$ cat src/rtl/seg_scan_rx.sv
// seg_scan_rx
//
// Receive side of an 8-digit multiplexed seven-segment scan bus. Each digit
// is captured once its which/seg pair has been held for DWELL cycles, and
// the captures are assembled into a 64-bit display image. The module also
// reports recaptures of a position, counts completed frames and flags a
// display that has stayed unchanged for STABLE_FRAMES frames.
//
// Optional feature macro: SEG_SCAN_RX_HEXDEC_EN
//   defined   -> per-digit hex decoder drives hex/hex_ok from frame
//   undefined -> hex and hex_ok are tied to zero
//
// Parameters
//   DWELL          identical-bus cycles needed to capture a digit (1..255)
//   STABLE_FRAMES  identical consecutive frames needed for stable (1..15)
//
// Ports
//   clk          in   rising-edge clock
//   rst          in   synchronous active-high reset
//   which[2:0]   in   digit position on the bus
//   seg[7:0]     in   segment pattern, bit7 = dp, bits6:0 = g..a
//   enable       in   which/seg valid
//   frame[63:0]  out  captured image, digit n at frame[8n+7:8n]
//   frame_valid  out  one-cycle pulse when frame updates
//   frame_cnt    out  completed-frame count, wraps
//   dup          out  one-cycle pulse on recapture inside an open frame
//   stable       out  image identical for STABLE_FRAMES frames
//   hex[31:0]    out  decoded nibble per digit
//   hex_ok[7:0]  out  digit n holds a recognised hex glyph
module seg_scan_rx #(
    parameter int unsigned DWELL         = 2,
    parameter int unsigned STABLE_FRAMES = 3
) (
    input  logic        clk,
    input  logic        rst,
    input  logic [2:0]  which,
    input  logic [7:0]  seg,
    input  logic        enable,
    output logic [63:0] frame,
    output logic        frame_valid,
    output logic [15:0] frame_cnt,
    output logic        dup,
    output logic        stable,
    output logic [31:0] hex,
    output logic [7:0]  hex_ok
);

    localparam logic [7:0] DWELL_L = 8'(DWELL);
    localparam logic [3:0] STAB_L  = 4'(STABLE_FRAMES);

    function automatic logic [7:0] sat_inc8(input logic [7:0] v, input logic [7:0] lim);
        return (v >= lim) ? lim : v + 8'd1;
    endfunction

    function automatic logic [3:0] sat_inc4(input logic [3:0] v, input logic [3:0] lim);
        return (v >= lim) ? lim : v + 4'd1;
    endfunction

    logic [2:0]      prev_which_q, prev_which_d;
    logic [7:0]      prev_seg_q, prev_seg_d;
    logic            prev_en_q, prev_en_d;
    logic [7:0]      dwell_q, dwell_d;
    logic [7:0][7:0] shadow_q, shadow_d;
    logic [7:0]      seen_q, seen_d;
    logic [63:0]     frame_q, frame_d;
    logic            frame_valid_q, frame_valid_d;
    logic            dup_q, dup_d;
    logic [15:0]     frame_cnt_q, frame_cnt_d;
    logic [3:0]      stab_q, stab_d;

    logic            bus_load;
    logic            capture;
    logic            complete;
    logic [7:0][7:0] shadow_cap;
    logic [7:0]      seen_cap;

    always_comb begin
        prev_which_d = which;
        prev_seg_d   = seg;
        prev_en_d    = enable;

        // A new dwell run starts on any bus change or on enable rising.
        bus_load = enable && (!prev_en_q || (which != prev_which_q) || (seg != prev_seg_q));

        if (!enable) begin
            dwell_d = 8'd0;
        end else if (bus_load) begin
            dwell_d = 8'd1;
        end else begin
            dwell_d = sat_inc8(dwell_q, DWELL_L);
        end

        // Capture only on the transition into DWELL; a counter already
        // saturated at DWELL means this run has been captured. With DWELL=1
        // every load is itself the transition.
        capture = (dwell_d == DWELL_L) && (bus_load || (dwell_q != DWELL_L));

        shadow_cap = shadow_q;
        seen_cap   = seen_q;
        if (capture) begin
            shadow_cap[which] = seg;
            seen_cap[which]   = 1'b1;
        end

        complete      = capture && (&seen_cap);
        dup_d         = capture && seen_q[which];
        frame_valid_d = complete;
        shadow_d      = shadow_cap;
        seen_d        = complete ? 8'd0 : seen_cap;
        frame_d       = frame_q;
        frame_cnt_d   = frame_cnt_q;
        stab_d        = stab_q;

        if (complete) begin
            frame_d     = shadow_cap;
            frame_cnt_d = frame_cnt_q + 16'd1;
            // stab_q == 0 only before the first frame after reset, so the
            // first frame always loads 1 even if the image is all zeros.
            if ((stab_q != 4'd0) && (shadow_cap == frame_q)) begin
                stab_d = sat_inc4(stab_q, STAB_L);
            end else begin
                stab_d = 4'd1;
            end
        end
    end

    always_ff @(posedge clk) begin
        if (rst) begin
            prev_which_q  <= 3'd0;
            prev_seg_q    <= 8'd0;
            prev_en_q     <= 1'b0;
            dwell_q       <= 8'd0;
            shadow_q      <= '0;
            seen_q        <= 8'd0;
            frame_q       <= 64'd0;
            frame_valid_q <= 1'b0;
            dup_q         <= 1'b0;
            frame_cnt_q   <= 16'd0;
            stab_q        <= 4'd0;
        end else begin
            prev_which_q  <= prev_which_d;
            prev_seg_q    <= prev_seg_d;
            prev_en_q     <= prev_en_d;
            dwell_q       <= dwell_d;
            shadow_q      <= shadow_d;
            seen_q        <= seen_d;
            frame_q       <= frame_d;
            frame_valid_q <= frame_valid_d;
            dup_q         <= dup_d;
            frame_cnt_q   <= frame_cnt_d;
            stab_q        <= stab_d;
        end
    end

    assign frame       = frame_q;
    assign frame_valid = frame_valid_q;
    assign frame_cnt   = frame_cnt_q;
    assign dup         = dup_q;
    assign stable      = (stab_q >= STAB_L);

`ifdef SEG_SCAN_RX_HEXDEC_EN
    // Returns {ok, nibble}; dp is not part of the glyph.
    function automatic logic [4:0] hex_decode(input logic [6:0] g);
        case (g)
            7'h3F:   return 5'h10;
            7'h06:   return 5'h11;
            7'h5B:   return 5'h12;
            7'h4F:   return 5'h13;
            7'h66:   return 5'h14;
            7'h6D:   return 5'h15;
            7'h7D:   return 5'h16;
            7'h07:   return 5'h17;
            7'h7F:   return 5'h18;
            7'h6F:   return 5'h19;
            7'h77:   return 5'h1A;
            7'h7C:   return 5'h1B;
            7'h39:   return 5'h1C;
            7'h5E:   return 5'h1D;
            7'h79:   return 5'h1E;
            7'h71:   return 5'h1F;
            default: return 5'h00;
        endcase
    endfunction

    always_comb begin
        hex    = 32'd0;
        hex_ok = 8'd0;
        for (int n = 0; n < 8; n++) begin
            {hex_ok[n], hex[4*n +: 4]} = hex_decode(frame_q[8*n +: 7]);
        end
    end
`else
    assign hex    = 32'd0;
    assign hex_ok = 8'd0;
`endif

endmodule

$ cat config.mk
export PLATFORM = sky130hd
export DESIGN_NAME = seg_scan_rx
export DESIGN_NICKNAME = d
export VERILOG_FILES = /design/src/rtl/seg_scan_rx.sv
export SDC_FILE = /design/constraint.sdc
export NUM_CORES = 1
export LEC_CHECK = 0
export ABC_AREA = 1
export ABC_CLOCK_PERIOD_IN_PS = 4850
export CAP_MARGIN = 10
export CORE_MARGIN = 2
export CORE_UTILIZATION = 42
export CTS_CLUSTER_DIAMETER = 60
export CTS_CLUSTER_SIZE = 28
export DETAILED_ROUTE_END_ITERATION = 16
export PLACE_DENSITY = 0.71
export SYNTH_ARGS = -nofsm -noshare
export SYNTH_HDL_FRONTEND = slang
export SYNTH_SLANG_ARGS = --single-unit
$ cat constraint.sdc
create_clock -name clk -period 4.85 [get_ports clk]
set_input_delay 1.455 -clock clk [delete_from_list [all_inputs] [get_ports clk]]
set_output_delay 1.455 -clock clk [all_outputs]
set_load 0.1 [all_outputs]
Word-level counts from Yosys, hierarchy flattened --
Index checks and enable logic that the tools add are counted.
Word-level totals: register bits 178, word-level logic and storage cells 58, input port bits 14
Operators by class: equality and inequality tests 5, add/subtract/negate cells 3, bitwise logic cells 1, reduce and logical (&&, ||, !) cells 13, muxes and demuxes 14, order comparisons 4
Operators by type and width (count):
- bitwise mux 64 bit | 1
- equality test 64 bit | 1
- 2-to-1 mux 64 bit | 1
- 2-to-1 mux 8 bit | 5
- demux 8 bit (select 3 bit) | 1
- adder 16 x 1 -> 16 bit (second input constant) | 1
- adder 8 x 1 -> 8 bit (second input constant) | 1
- equality test 8 x 2 -> 1 bit (second input constant) | 1
- greater-or-equal comparator 8 x 2 -> 1 bit (second input constant) | 1
- 2-to-1 mux 4 bit | 2
- inequality test 8 x 2 -> 1 bit (second input constant) | 1
- inequality test 8 bit | 1
- bitwise OR 8 bit | 1
- AND reduction 8 bit | 1
- logical AND 1 bit | 6
- adder 4 x 1 -> 4 bit (second input constant) | 1
- greater-or-equal comparator 4 x 2 -> 1 bit (second input constant) | 1
- < comparator 3 x 4 -> 1 bit (second input constant) | 1
- nonzero test 4 bit | 1
- binary-select mux 1 bit (select 3 bit) | 1
- demux 1 bit (select 3 bit) | 1
- greater-or-equal comparator 3 x 1 -> 1 bit (second input constant) | 1
- logical OR 1 bit | 3
- inequality test 3 bit | 1
- other kinds (3) | 4

Logic depth before layout (Yosys ltp) --
depth after elaboration 12, depth in mapped cells 23, mapped depth without buffers 22

Worst setup path after synthesis --
Ideal clock, no wire load.
path kind in2reg, start in seg[2], end reg frame_q[24], in the netlist frame[24], stages on the path 17, path slack 1.195 ns, data arrival time 3.532 ns, library setup time 0.122 ns, data required time 4.728 ns, path through clkinv_1 -> nand2_1 -> nand2_1 -> nand2_1 -> nor2_1 -> nand3_2 -> nor2_4 -> buf_8 -> nand3_4 -> nand2_1 -> inv_2 -> nor4_4 -> nand3_4 -> nand2_2 -> buf_6 -> buf_8 -> o22ai_2
On the way: cells in the longest elaborated chain, start to end 10
RTL lines:
- from (decl) | RTL line 37 | input logic [7:0] seg,
- inequality test 8 bit * | RTL line 83 | bus_load = enable && (!prev_en_q || (which != prev_which_q) || (seg != prev_seg_q));
- logical OR 1 bit * | RTL line 83
- logical AND 1 bit * | RTL line 83
- 2-to-1 mux 8 bit | RTL line 87 | end else if (bus_load) begin
- 2-to-1 mux 8 bit | RTL line 85 | if (!enable) begin
- equality test 8 x 2 -> 1 bit | RTL line 96 | capture = (dwell_d == DWELL_L) && (bus_load || (dwell_q != DWELL_L));
- logical AND 1 bit * | RTL line 96
- 2-to-1 mux 8 bit | RTL line 100 | if (capture) begin
- AND reduction 8 bit | RTL line 105 | complete = capture && (&seen_cap);
- logical AND 1 bit | RTL line 105
- to (signal assigned) | RTL line 147 | frame_q <= frame_d;
- to (decl) | RTL line 65 | logic [63:0] frame_q, frame_d;
Every way passes the cells marked *; elsewhere a longest branch is shown, timed or not. A chain may end at the register's enable or synchronous reset.

Worst setup path in the final report --
start in which[2], end reg frame_q[27], in the netlist frame[27]
On the way: cells in the longest elaborated chain, start to end 11
RTL lines:
- from (decl) | RTL line 36 | input logic [2:0] which,
- inequality test 3 bit | RTL line 83
- logical OR 1 bit (2 in a row) | RTL line 83
- logical AND 1 bit | RTL line 83
- 2-to-1 mux 8 bit | RTL line 87
- 2-to-1 mux 8 bit | RTL line 85
- equality test 8 x 2 -> 1 bit | RTL line 96
- logical AND 1 bit | RTL line 96
- 2-to-1 mux 8 bit | RTL line 100
- AND reduction 8 bit | RTL line 105
- logical AND 1 bit | RTL line 105
Several ways; a longest one is shown, not always the timed one.

==> results.toml <==
[yosys]
yosysTopAreaCell = "dfxtp_1"
yosys_warnings = 0
synth_seq_area_share = 0.392
synth.avg_cell_area_um2 = 7.23
yosys-top-cells-area = "dfxtp_1, nand2_1, o22ai_2"
syn_area_um2 = 9080
synth_cells = 1256
synth-seq-cells = 178
yosys.area.top_type_share = 0.392
synth-async-reset-ratio = 0
synth_cell_type_count = 45
ys.flop_type = "dfxtp_1"
synth_edf_count = 0

[cts]
post-cts-setup-buffers = 0
h-tree-depth = 4
cts_buffers = 17
cts_buffer_depth = 2
cts-root-buf = "clkbuf_16"
clock_latency_ps = 430
hold_buffers = 0
cts_sinks = 178
post_cts_resized = 0
cts_tree = "done"
clk_pin_slew_ps = 60

[setup_path]
critPathKind = "in -> reg"
r2r_start = "dwell_q[0]"
startpoint_type = "input pin"
worst_r2r_path_depth = 22
arrival_ps = 4640
path_max_fanout = 64
r2r_end = "stab_q[0]"
crit_required_ps = 5210
rrSetupSlack_ps = 1700
cp-end-kind = "flip-flop"

[detailed_routing]
ant_nets = 0
dr_total_vias = 8038
dr.first_iter.drc_count = 565
wl_per_cell_um = 13.8
drt_wl_total_um = 22800
vias_per_cell = 4.86
post-route-drc-count = 0
drt_first_pass_iters = 7

[power]
leakage_nw = 4.47
ir_worst_vdd_v = 0.000256
power_density_nw_per_um2 = 293
p_total_mw = 3.18

[finish]
seqCellArea_um2 = 3560
layout-drive-gt1-share = 0.118
num_antenna_cells = 0
syn_to_final_growth_pct = 19.4
fin_nets = 1384
fin_util = 0.513
multi_input_area_um2 = 4360
fillers = 2068

[hold_path]
min_to = "stab_q[2]"
min-delay-start = "stab_q[2]"
hold_depth = 2
min_path_type = "reg -> reg"

[floorplan]
coreArea_um2 = 21200
die_y_um = 151
rows = 53
io_pins = 137
fp.dieArea_um2 = 22800
initial_core_util = 0.429
dieWidth_um = 151

[timing]
max_freq_mhz = 234
setup_tns_ps = 0
skew_ps = 6.78
finalSetupViolations = 0
slew_viol_final = 0
period_needed_ps = 4280
rsz0062_at_grt = "no"
tightest_slew_ps = 1040
fin_crit_sh = 0.883
hold_viol = 0
worst_slack_ps = 570
max_slew_margin = 0.304

[run]
max_cap_violations = 0

[global_route]
globalRouteTotalUtil = 0.207
grt_max_degree = 65
grt-ovfl-total = 0
antenna_found_initial = 0
grt_pass1_wl_um = 36900
grt_pass1_vias = 7467

[outcome]
status = "complete, no violations"

[placed_design]
pre_cts_ws_ps = 135
dp.final_hpwl_um = 16000
gp_congestion = 0.903
io_buffers = 96
==> per-layer routing <==
metal  up-vias  track usage  routed length (µm)
met1      3668        0.265               10400
met3        39       0.0328                 999
met2       213        0.348               10900
li1       4118            -                   -
met5         -            0                   0
met4         0       0.0818                 586
==> cell usage in the layout (no fill, tap or decap), drive strengths merged, types with 6 or more instances in the layout <==
| cell | count |
|---|---|
| nor3 | 23 |
| o21ai | 14 |
| nor4 | 6 |
| nand3 | 85 |
| dfxtp | 178 |
| nand4 | 46 |
| a21oi | 13 |
| conb | 45 |
| clkdlybuf4s50 | 95 |
| inv | 196 |
| clkinv | 9 |
| o22ai | 62 |
| nor2 | 155 |
| nand2 | 376 |
| clkbuf | 21 |
| buf | 24 |
==> state kept, by name (all words and copies together), names as in the netlist <==
name          flops
frame            64
shadow_q         64
frame_cnt        16
dwell_q           8
prev_seg_q        8
seen_q            8
stab_q            4
prev_which_q      3
dup               1
frame_valid       1
prev_en_q         1
==> area by class of cell <==
class,count,share of cell area
clock buffers,21,0.0434
clock inverters,11,0.0141
inverters,200,0.0696
multi-input cells,849,0.402
flip-flops and latches,178,0.329
well taps,275,0.0317
repair buffers,119,0.111
==> power by group <==
part	switching, mW	leakage [nW]	internal (mW)
Combinational	0.227	2.74	0.0378
Clock	0.589	0.296	0.855
Sequential	0.00392	1.44	1.47
Total	0.819	4.47	2.36
==> worst max path at each step <==
stage	start	to	slack (ps)	cells after the start
floorplan	seg[2]	frame[24]	1200	17
global placement	which[0]	frame[27]	220	17
detailed placement	which[0]	frame[27]	130	17
CTS	which[2]	frame[27]	570	19
global route	which[2]	stab_q[0]	280	23
finish	which[2]	frame[27]	570	19
==> Yosys cell counts (all sizes together) (2+ instances only) <==
| cell type | number |
|---|---|
| xor2 | 4 |
| buf | 63 |
| o211ai | 2 |
| nand2 | 376 |
| nand4 | 46 |
| clkbuf | 10 |
| nor3 | 23 |
| o22ai | 62 |
| nand3 | 85 |
| nor4 | 6 |
| ha | 5 |
| nor2 | 155 |
| o21ai | 14 |
| dfxtp | 178 |
| xnor2 | 3 |
| a21oi | 13 |
| inv | 195 |
| clkinv | 5 |
| nor3b | 4 |
==> cell families after synthesis <==
kind of cell / count (synthesis) / share of synthesized area
buffers and inverters: 273 / 0.147
adder cells (fa/ha/maj): 5 / 0.00689
XOR/XNOR: 7 / 0.00675
flip-flops: 178 / 0.392
other: 1 / 0.000413
AO/OA/AOI/OAI: 97 / 0.107
AND/OR/NAND/NOR: 695 / 0.340
==> worst max-delay path: stages <==
cell	delay (ps)
clkdlybuf4s50_1	590
inv_2	110
nand2_2	80
nand2_1	50
nor2_1	80
nand2_1	100
nor2_4	140
nand3_2	110
nor2_4	130
buf_4	280
nand3_4	190
nand2_1	130
inv_2	70
nor4_4	290
nand3_4	180
nor2_8	170
inv_4	50
buf_12	240
o21ai_1	190
==> through the flow <==
stage	instance area [µm²]	hold slack [ps]	std cells
2_1_floorplan	9250	408	1300
3_3_place_gp	10200	419	1621
3_5_place_dp	10200	427	1621
4_1_cts	10800	438	1653
5_1_grt	10800	454	1653
6_report	10800	438	1653
No activity file was read; power rests on OpenSTA's default activity.
